`config.mk`:
```
export PLATFORM = sky130hd
export DESIGN_NAME = reservation_station
export DESIGN_NICKNAME = d
export VERILOG_FILES = /design/src/rtl/reservation_station.sv
export SDC_FILE = /design/constraint.sdc
export NUM_CORES = 2
export LEC_CHECK = 0
export ABC_AREA = 1
export CELL_PAD_IN_SITES_DETAIL_PLACEMENT = 1
export CELL_PAD_IN_SITES_GLOBAL_PLACEMENT = 2
export CORE_ASPECT_RATIO = 1.5
export CORE_UTILIZATION = 36
export CTS_BUF_LIST = sky130_fd_sc_hd__clkbuf_8
export DETAILED_ROUTE_END_ITERATION = 8
export PLACE_DENSITY_LB_ADDON = 0.2
export SLEW_MARGIN = 25
export SYNTH_ARGS = -nofsm -noshare
export SYNTH_HDL_FRONTEND = slang
export SYNTH_SLANG_ARGS = --single-unit
export TNS_END_PERCENT = 5
```
`constraint.sdc`:
```
create_clock -name clk -period 2.94 [get_ports clk]
set_input_delay 0.294 -clock clk [delete_from_list [all_inputs] [get_ports clk]]
set_output_delay 0.294 -clock clk [all_outputs]
set_load 0.02 [all_outputs]
```
`src/rtl/reservation_station.sv`:
```
//==============================================================================
// Module      : reservation_station
// Description : Unified reservation station fed by rename. Entries capture
//               missing operands from the CDB, and one ready entry per cycle
//               moves into a single-entry issue register (valid/ready).
//               Optional build macro RES_ST_OLDEST_FIRST_EN selects the oldest
//               eligible entry through an age matrix instead of lowest index.
// Revision    : 1.0 - initial release
//==============================================================================
`default_nettype none

module reservation_station #(
   parameter int  RS_DEPTH      = 8,
   parameter int  PAYLOAD_WIDTH = 32,
   parameter int  TAG_WIDTH     = 6,
   parameter int  DATA_WIDTH    = 32,
   localparam int AW            = $clog2(RS_DEPTH)
) (
   input  logic                     clk,
   input  logic                     rst,
   input  logic                     flush,
   input  logic                     wr_en,
   input  logic [AW-1:0]            wr_addr,
   input  logic [PAYLOAD_WIDTH-1:0] wr_payload,
   input  logic [TAG_WIDTH-1:0]     wr_prd,
   input  logic [TAG_WIDTH-1:0]     wr_rs1_tag,
   input  logic [TAG_WIDTH-1:0]     wr_rs2_tag,
   input  logic                     wr_rs1_rdy,
   input  logic                     wr_rs2_rdy,
   input  logic [DATA_WIDTH-1:0]    wr_rs1_val,
   input  logic [DATA_WIDTH-1:0]    wr_rs2_val,
   output logic                     free_valid,
   output logic [AW-1:0]            free_addr,
   output logic                     full,
   output logic [AW:0]              count,
   input  logic                     cdb_valid,
   input  logic [TAG_WIDTH-1:0]     cdb_tag,
   input  logic [DATA_WIDTH-1:0]    cdb_data,
   output logic                     issue_valid,
   input  logic                     issue_ready,
   output logic [PAYLOAD_WIDTH-1:0] issue_payload,
   output logic [TAG_WIDTH-1:0]     issue_prd,
   output logic [DATA_WIDTH-1:0]    issue_rs1_val,
   output logic [DATA_WIDTH-1:0]    issue_rs2_val
);

   // Entry storage
   logic [RS_DEPTH-1:0]      valid_q, valid_d;
   logic [RS_DEPTH-1:0]      rdy1_q, rdy1_d;
   logic [RS_DEPTH-1:0]      rdy2_q, rdy2_d;
   logic [PAYLOAD_WIDTH-1:0] payload_q [RS_DEPTH];
   logic [PAYLOAD_WIDTH-1:0] payload_d [RS_DEPTH];
   logic [TAG_WIDTH-1:0]     prd_q [RS_DEPTH];
   logic [TAG_WIDTH-1:0]     prd_d [RS_DEPTH];
   logic [TAG_WIDTH-1:0]     tag1_q [RS_DEPTH];
   logic [TAG_WIDTH-1:0]     tag1_d [RS_DEPTH];
   logic [TAG_WIDTH-1:0]     tag2_q [RS_DEPTH];
   logic [TAG_WIDTH-1:0]     tag2_d [RS_DEPTH];
   logic [DATA_WIDTH-1:0]    val1_q [RS_DEPTH];
   logic [DATA_WIDTH-1:0]    val1_d [RS_DEPTH];
   logic [DATA_WIDTH-1:0]    val2_q [RS_DEPTH];
   logic [DATA_WIDTH-1:0]    val2_d [RS_DEPTH];

   // Issue register and occupancy
   logic                     issue_valid_q, issue_valid_d;
   logic [PAYLOAD_WIDTH-1:0] issue_payload_q, issue_payload_d;
   logic [TAG_WIDTH-1:0]     issue_prd_q, issue_prd_d;
   logic [DATA_WIDTH-1:0]    issue_rs1_val_q, issue_rs1_val_d;
   logic [DATA_WIDTH-1:0]    issue_rs2_val_q, issue_rs2_val_d;
   logic [AW:0]              count_q, count_d;

   // Control
   logic [RS_DEPTH-1:0]      elig;
   logic                     any_elig;
   logic [AW-1:0]            sel;
   logic                     issue_fire;
   logic                     wr_accept;
   logic                     byp1, byp2;
   logic                     free_found;

`ifdef RES_ST_OLDEST_FIRST_EN
   // age_q[i][j] = 1 means entry i is older than entry j
   logic [RS_DEPTH-1:0]      age_q [RS_DEPTH];
   logic [RS_DEPTH-1:0]      age_d [RS_DEPTH];
   logic                     older;
`endif

   assign elig       = valid_q & rdy1_q & rdy2_q;
   assign any_elig   = |elig;
   assign issue_fire = any_elig && (!issue_valid_q || issue_ready);
   assign wr_accept  = wr_en && !flush && !full && !valid_q[wr_addr];
   assign byp1       = cdb_valid && !wr_rs1_rdy && (cdb_tag == wr_rs1_tag);
   assign byp2       = cdb_valid && !wr_rs2_rdy && (cdb_tag == wr_rs2_tag);

   // Lowest-index free slot, derived only from registered valid bits
   always_comb begin
      free_addr  = '0;
      free_found = 1'b0;
      for (int i = 0; i < RS_DEPTH; i++) begin
         if (!valid_q[i] && !free_found) begin
            free_addr  = AW'(i);
            free_found = 1'b1;
         end
      end
      free_valid = ~&valid_q;
      full       = &valid_q;
   end

`ifdef RES_ST_OLDEST_FIRST_EN
   // Pick the eligible entry that is older than every other eligible entry
   always_comb begin
      sel   = '0;
      older = 1'b0;
      for (int i = 0; i < RS_DEPTH; i++) begin
         older = elig[i];
         for (int j = 0; j < RS_DEPTH; j++) begin
            if (j != i && elig[j] && !age_q[i][j]) older = 1'b0;
         end
         if (older) sel = AW'(i);
      end
   end

   // New entry becomes younger than every entry valid at the write edge
   always_comb begin
      age_d = age_q;
      if (wr_accept) begin
         for (int j = 0; j < RS_DEPTH; j++) begin
            age_d[wr_addr][j] = 1'b0;
            age_d[j][wr_addr] = valid_q[j];
         end
      end
   end

   // Age matrix register
   always_ff @(posedge clk) begin
      if (rst) begin
         for (int i = 0; i < RS_DEPTH; i++) age_q[i] <= '0;
      end else begin
         age_q <= age_d;
      end
   end
`else
   // Pick the lowest-index eligible entry
   always_comb begin
      sel = '0;
      for (int i = RS_DEPTH - 1; i >= 0; i--) begin
         if (elig[i]) sel = AW'(i);
      end
   end
`endif

   // Entry next state: CDB wakeup, issue dequeue, rename write, flush
   always_comb begin
      valid_d   = valid_q;
      rdy1_d    = rdy1_q;
      rdy2_d    = rdy2_q;
      payload_d = payload_q;
      prd_d     = prd_q;
      tag1_d    = tag1_q;
      tag2_d    = tag2_q;
      val1_d    = val1_q;
      val2_d    = val2_q;
      for (int i = 0; i < RS_DEPTH; i++) begin
         if (valid_q[i] && cdb_valid) begin
            if (!rdy1_q[i] && (tag1_q[i] == cdb_tag)) begin
               rdy1_d[i] = 1'b1;
               val1_d[i] = cdb_data;
            end
            if (!rdy2_q[i] && (tag2_q[i] == cdb_tag)) begin
               rdy2_d[i] = 1'b1;
               val2_d[i] = cdb_data;
            end
         end
      end
      if (issue_fire) valid_d[sel] = 1'b0;
      if (wr_accept) begin
         valid_d[wr_addr]   = 1'b1;
         payload_d[wr_addr] = wr_payload;
         prd_d[wr_addr]     = wr_prd;
         tag1_d[wr_addr]    = wr_rs1_tag;
         tag2_d[wr_addr]    = wr_rs2_tag;
         rdy1_d[wr_addr]    = wr_rs1_rdy | byp1;
         rdy2_d[wr_addr]    = wr_rs2_rdy | byp2;
         val1_d[wr_addr]    = byp1 ? cdb_data : wr_rs1_val;
         val2_d[wr_addr]    = byp2 ? cdb_data : wr_rs2_val;
      end
      if (flush) valid_d = '0;
   end

   // Issue register and occupancy next state
   always_comb begin
      issue_valid_d   = issue_valid_q;
      issue_payload_d = issue_payload_q;
      issue_prd_d     = issue_prd_q;
      issue_rs1_val_d = issue_rs1_val_q;
      issue_rs2_val_d = issue_rs2_val_q;
      count_d         = count_q + {{AW{1'b0}}, wr_accept} - {{AW{1'b0}}, issue_fire};
      if (flush) begin
         issue_valid_d = 1'b0;
         count_d       = '0;
      end else if (issue_fire) begin
         issue_valid_d   = 1'b1;
         issue_payload_d = payload_q[sel];
         issue_prd_d     = prd_q[sel];
         issue_rs1_val_d = val1_q[sel];
         issue_rs2_val_d = val2_q[sel];
      end else if (issue_ready) begin
         issue_valid_d = 1'b0;
      end
   end

   // Control and issue registers with reset
   always_ff @(posedge clk) begin
      if (rst) begin
         valid_q         <= '0;
         count_q         <= '0;
         issue_valid_q   <= 1'b0;
         issue_payload_q <= '0;
         issue_prd_q     <= '0;
         issue_rs1_val_q <= '0;
         issue_rs2_val_q <= '0;
      end else begin
         valid_q         <= valid_d;
         count_q         <= count_d;
         issue_valid_q   <= issue_valid_d;
         issue_payload_q <= issue_payload_d;
         issue_prd_q     <= issue_prd_d;
         issue_rs1_val_q <= issue_rs1_val_d;
         issue_rs2_val_q <= issue_rs2_val_d;
      end
   end

   // Entry payload storage; qualified by valid bits, so no reset needed
   always_ff @(posedge clk) begin
      rdy1_q    <= rdy1_d;
      rdy2_q    <= rdy2_d;
      payload_q <= payload_d;
      prd_q     <= prd_d;
      tag1_q    <= tag1_d;
      tag2_q    <= tag2_d;
      val1_q    <= val1_d;
      val2_q    <= val2_d;
   end

   assign count         = count_q;
   assign issue_valid   = issue_valid_q;
   assign issue_payload = issue_payload_q;
   assign issue_prd     = issue_prd_q;
   assign issue_rs1_val = issue_rs1_val_q;
   assign issue_rs2_val = issue_rs2_val_q;

`ifndef SYNTHESIS
   // Rename must never target an occupied slot while free slots remain
   a_no_overwrite: assert property (@(posedge clk) disable iff (rst)
      !(wr_en && !flush && !full && valid_q[wr_addr]));
`endif

endmodule

`default_nettype wire

```
# After elaboration in Yosys (flattened, before gate mapping)
# Index checks and enable logic that the tools add are counted.
# word_totals
regBits,1043
elab_cells,303
# op_classes
n_addsub,2
magnitude_cmp,7
n_eq_ne,18
muxes,126
bitwise,10
n_reduce_logical,83
# ops
cell,n
$mux 32,41
$bwmux 256,3
$mux 256,2
$bmux 32 s3,3
$bwmux 48,3
$eq 6x6->1,18
$demux 32 s3,1
$mux 1,45
$logic_and 1x1->1,42
$mux 3,14
$logic_not 1->1,35
$mux 8,4
$and 8x8->8,3
$bmux 6 s3,1
$demux 6 s3,1
$mux 6,3
$bwmux 8,2
$ge 4x4->1 const B,2
$lt 3x4->1 const B,2
$not 3->4,2
$not 8->8,1
$or 8x8->8,1
$reduce_and 8->1,1
$reduce_or 8->1,1
other kinds (12),15

# Depth between registers and ports, before layout
# logic_depth
depth_word,21
mapped_depth,16

# Worst setup path after synthesis
# No wires, ideal clock.
# synth_timing
kind,input port to flip-flop
start,input port wr_addr[2]
end,register payload_q[192] (netlist bit) (enable)
setup_time_ps,388
arrival_ps,2104
required_time_ps,2552
path_slack_ps,449
path_stages,9
cell_sequence,inv_2 -> nand3_1 -> inv_2 -> nand2_1 -> nand2_1 -> nor4_4 -> nand3_2 -> inv_2 -> buf_2
# synth_between
elab_chain_len,4
# synth_rtl
item,line_no,text
start: declaration,23,"input logic [AW-1:0] wr_addr,"
$bmux 1 s3,91,assign wr_accept = wr_en && !flush && !full && !valid_q[wr_addr];
$mux 1 (implied by the code),91,
$logic_not 1->1,91,
$logic_and 1x1->1,91,
end signal: assignment,237,payload_q <= payload_d;
end: declaration,51,logic [PAYLOAD_WIDTH-1:0] payload_q [RS_DEPTH];
# No other way between the ends. The select of a mux whose other input is x is not followed.
# A chain may end at the register's enable or synchronous reset.

# Final worst setup path
# layout_timing
start,register valid_q[1]
end,output port free_addr[0]
# layout_between
elab_chain_len,21
word_cells_on_any_way,27
classes_between,13 x mux; 14 x reduce/logical
# layout_rtl
item,line_no,text
start: declaration,48,"logic [RS_DEPTH-1:0] valid_q, valid_d;"
start signal: assignment,223,valid_q <= valid_d;
$logic_not 1->1 (*),100,if (!valid_q[i] && !free_found) begin
$logic_and 1x1->1 (*),100,
$mux 1,100,
$logic_not 1->1,100,
$logic_and 1x1->1,100,
$mux 1,100,
$logic_not 1->1,100,
$logic_and 1x1->1,100,
(+5 left out),n/a,
$logic_and 1x1->1,100,
$mux 1,100,
$logic_not 1->1,100,
$logic_and 1x1->1,100,
$mux 1,100,
$logic_not 1->1,100,
$logic_and 1x1->1,100,
$mux 3 (*),100,
end: declaration,33,"output logic [AW-1:0] free_addr,"
# Every way passes the cells marked *; elsewhere a longest branch is shown, timed or not.

==> impl_metrics.json <==
{
  "status": "complete, but fails checks",
  "failed_checks": "negative setup slack",
  "h-tree-depth": 4,
  "cp_common_cell": "buf_4",
  "grt_max_degree": 142,
  "insertion_delay_ns": 0.95,
  "ys_seq_area_share_pct": 49.6,
  "synthDistinctLibCells": 37,
  "avgSynthCellArea_um2": 7.18,
  "antenna_found_initial": 10,
  "wire_per_inst_um": 23.7,
  "layout-drive-gt1-share_pct": 8.31,
  "slew_headroom_pct": 37.5,
  "drc": 0,
  "gp_congestion": 0.836,
  "cp_cell_sequence": "buf_4, nand2_1, nor2_2, nand4_1, or2_2, o211ai_1, buf_4",
  "wirelength_um": 220000,
  "vdd_drop_max_v": 0.000518,
  "rsz0062_at_grt": "true",
  "dr.pass1.iters": 7,
  "cp_data_required_time_ns": 2.65,
  "grt-ovfl-total": 0,
  "die_h_um": 459,
  "synth_compound_area_share_pct": 7.64,
  "cts.sinks": 1043,
  "synth-simple-area-share_pct": 34.4,
  "crit_buf_inv": 2,
  "via_per_inst": 5.32,
  "clock_skew_ns": 0.0486,
  "clockBufferDepth": 3,
  "post-place-ws_ns": -0.0548,
  "synthMuxAreaShare_pct": 0,
  "ys_ff_latch": 1043,
  "post-route-period-util_pct": 100,
  "max_cap_violations": 0,
  "synth_top_family_by_area": "simple AND/OR/NAND/NOR gates",
  "cts_tree": "done",
  "post_cts_buffers": 0,
  "synth_fa_ha_area_share_pct": 0.140,
  "cpPeakStageDelay_ns": 0.34,
  "worst_pin_slew_ns": 0.937,
  "vias": 49300,
  "cts_made_buffers": 175,
  "leakage_nw": 28.1,
  "min_period_ns": 2.94,
  "drtIter0Drc": 3241,
  "synthCells": 6982,
  "ys_warn_count": 0,
  "area_delta_synth_final_pct": 20.8,
  "slew_viol_final": 0,
  "cts-root-buf": "clkbuf_8",
  "crit_family": "simple AND/OR/NAND/NOR gates",
  "io_buffers": 274,
  "finalWorstSetupSlack_ns": -0.000603,
  "layout.nets": 7418,
  "num_rows": 167,
  "end_kind": "primary output",
  "whs_ns": 0.100,
  "critPathKind": "flop to primary output",
  "syn-num-nets": 7150,
  "startpoint_type": "flop",
  "die-area_um2": 141000,
  "track_usage_pct": 31.0,
  "fmax_ghz": 0.340,
  "io_pins": 275,
  "ant_nets": 0,
  "powerDensity_nw_per_um2": 603,
  "nFillCells": 17100,
  "hold_class": "input port to flop",
  "dp_hpwl_um": 138000,
  "die_w_um": 307,
  "core_um2": 138000,
  "grt_pass1_wl_um": 325000,
  "start_util_pct": 36.3,
  "slowest_stage": "dfxtp_1",
  "hold_viol": 0,
  "yosys.area_share.xor_xnor_pct": 0.943,
  "cp_max_fo": 6,
  "first_global_vias": 50100,
  "setup_viol": 1,
  "clkTransAtPathRegs_ns": 0.07,
  "syn-cell-area_um2": 50100,
  "arrival_ns": 2.65
}
==> worst paths after layout <==
| kind | start | to | slack, ns | cells after the start |
|---|---|---|---|---|
| min | wr_payload[12] | payload_q[76] | 0.10 | 1 |
| min reg2reg | val2_q[239] | val2_q[239] | 0.54 | 4 |
| max | valid_q[1] | free_addr[0] | -0.0006 | 7 |
| max reg2reg | rdy2_q[0] | issue_rs1_val[23] | 0.23 | 14 |
==> cells by family (layout without fill, tap and decap cells) <==
group / Yosys count / count (layout)
other: 0 / 5
adder cells (fa/ha/maj): 5 / 5
XOR/XNOR: 54 / 54
buffers and inverters: 925 / 1336
AND/OR/NAND/NOR: 4209 / 4209
flip-flops: 1043 / 1043
AO/OA/AOI/OAI: 746 / 746
==> cell type report <==
cell class / instances / area, um^2 / area share, %
sequential: 1043 / 24900 / 41.1
tap: 1859 / 2330 / 3.84
antenna: 5 / 12.5 / 0.0207
clock buffer: 209 / 2880 / 4.75
timing repair buffer: 587 / 6450 / 10.6
multi-input combinational: 5014 / 21800 / 36.0
inverter: 429 / 1660 / 2.74
clock inverter: 111 / 562 / 0.928
==> state kept, by name (all words and copies together), names as in the netlist <==
name and flops:
payload_q 256, valid_q 8, tag2_q 48, issue_payload 32
count 4, issue_rs2_val 32, issue_rs1_val 32, val1_q 256
tag1_q 48, rdy1_q 8, val2_q 256, issue_valid 1
issue_prd 6, rdy2_q 8, prd_q 48
==> synthesized netlist by cell type, drive strengths merged <==
| cell | number | area [um^2] |
|---|---|---|
| o21ai | 534 | 2670 |
| fa | 1 | 20.0 |
| nand2 | 2929 | 11000 |
| xnor2 | 22 | 193 |
| nand3b | 28 | 210 |
| nor3 | 12 | 60.1 |
| ha | 4 | 50.1 |
| inv | 427 | 1600 |
| o2111a | 6 | 67.6 |
| a21oi | 188 | 945 |
| a221oi | 2 | 17.5 |
| clkbuf | 333 | 1250 |
| a41oi | 1 | 8.76 |
| a211oi | 4 | 35.0 |
| a21boi | 1 | 7.51 |
| o22ai | 4 | 25.0 |
| o221ai | 3 | 26.3 |
| or2 | 12 | 75.1 |
| nor2 | 296 | 1110 |
| edfxtp | 400 | 12000 |
| nor4 | 10 | 103 |
| xor2 | 32 | 280 |
| nand3 | 910 | 4590 |
| clkinv | 2 | 7.51 |
| nand4 | 12 | 75.1 |
| dfxtp | 643 | 12900 |
| buf | 163 | 791 |
| o211ai | 3 | 22.5 |
==> what timing repair did <==
item                                    in CTS  in global routing
hold buffers                                 1                  0
gates cloned                                 0                  0
endpoints found under the hold margin        8                  0
endpoints found under the setup margin       5                  6
pin swaps                                    0                  0
gates resized for setup                     13                  7
==> metal layers <==
| layer | vias to the layer above | GRT usage, % | wire [um] |
|---|---|---|---|
| met3 | 459 | 3.92 | 9740 |
| met4 | 8 | 13.5 | 9070 |
| met5 | - | 0 | 49 |
| met1 | 24400 | 37.0 | 90800 |
| met2 | 1422 | 55.2 | 110000 |
| li1 | 23000 | - | - |
==> per-stage QoR <==
stage	std cells	utilization, %	cell area (um^2)	TNS [ns]	power (mW)
detailed placement	8931	41.3	57100	-1.87	23.6
floorplan	6982	-	50100	0	21.3
global route	9254	43.8	60600	-0.117	38.3
finish	9257	43.9	60600	-0.000603	36.5
CTS	9252	43.8	60500	-0.244	36.8
global placement	8931	41.3	57100	0	23.3
==> layout by cell type (no fill, tap or decap), drive strengths merged, types with 2 or more instances in the layout <==
cell / instances
a211oi: 4
a21oi: 188
a221oi: 2
buf: 314
clkbuf: 209
clkdlybuf4s50: 269
clkinv: 28
clkinvlp: 2
dfxtp: 643
diode: 5
dlygate4sd2: 2
edfxtp: 400
ha: 4
inv: 509
nand2: 2929
nand3: 910
nand3b: 28
nand4: 12
nor2: 296
nor3: 12
nor4: 10
o2111a: 6
o211ai: 3
o21ai: 534
o221ai: 3
o22ai: 4
or2: 12
xnor2: 22
xor2: 32
==> power by group <==
part,switching (mW),total [mW],internal [mW]
registers,0.897,17.6,16.7
clock network,6.55,13.1,6.57
logic,3.69,5.79,2.10
Power figures use the tool's default switching activity.
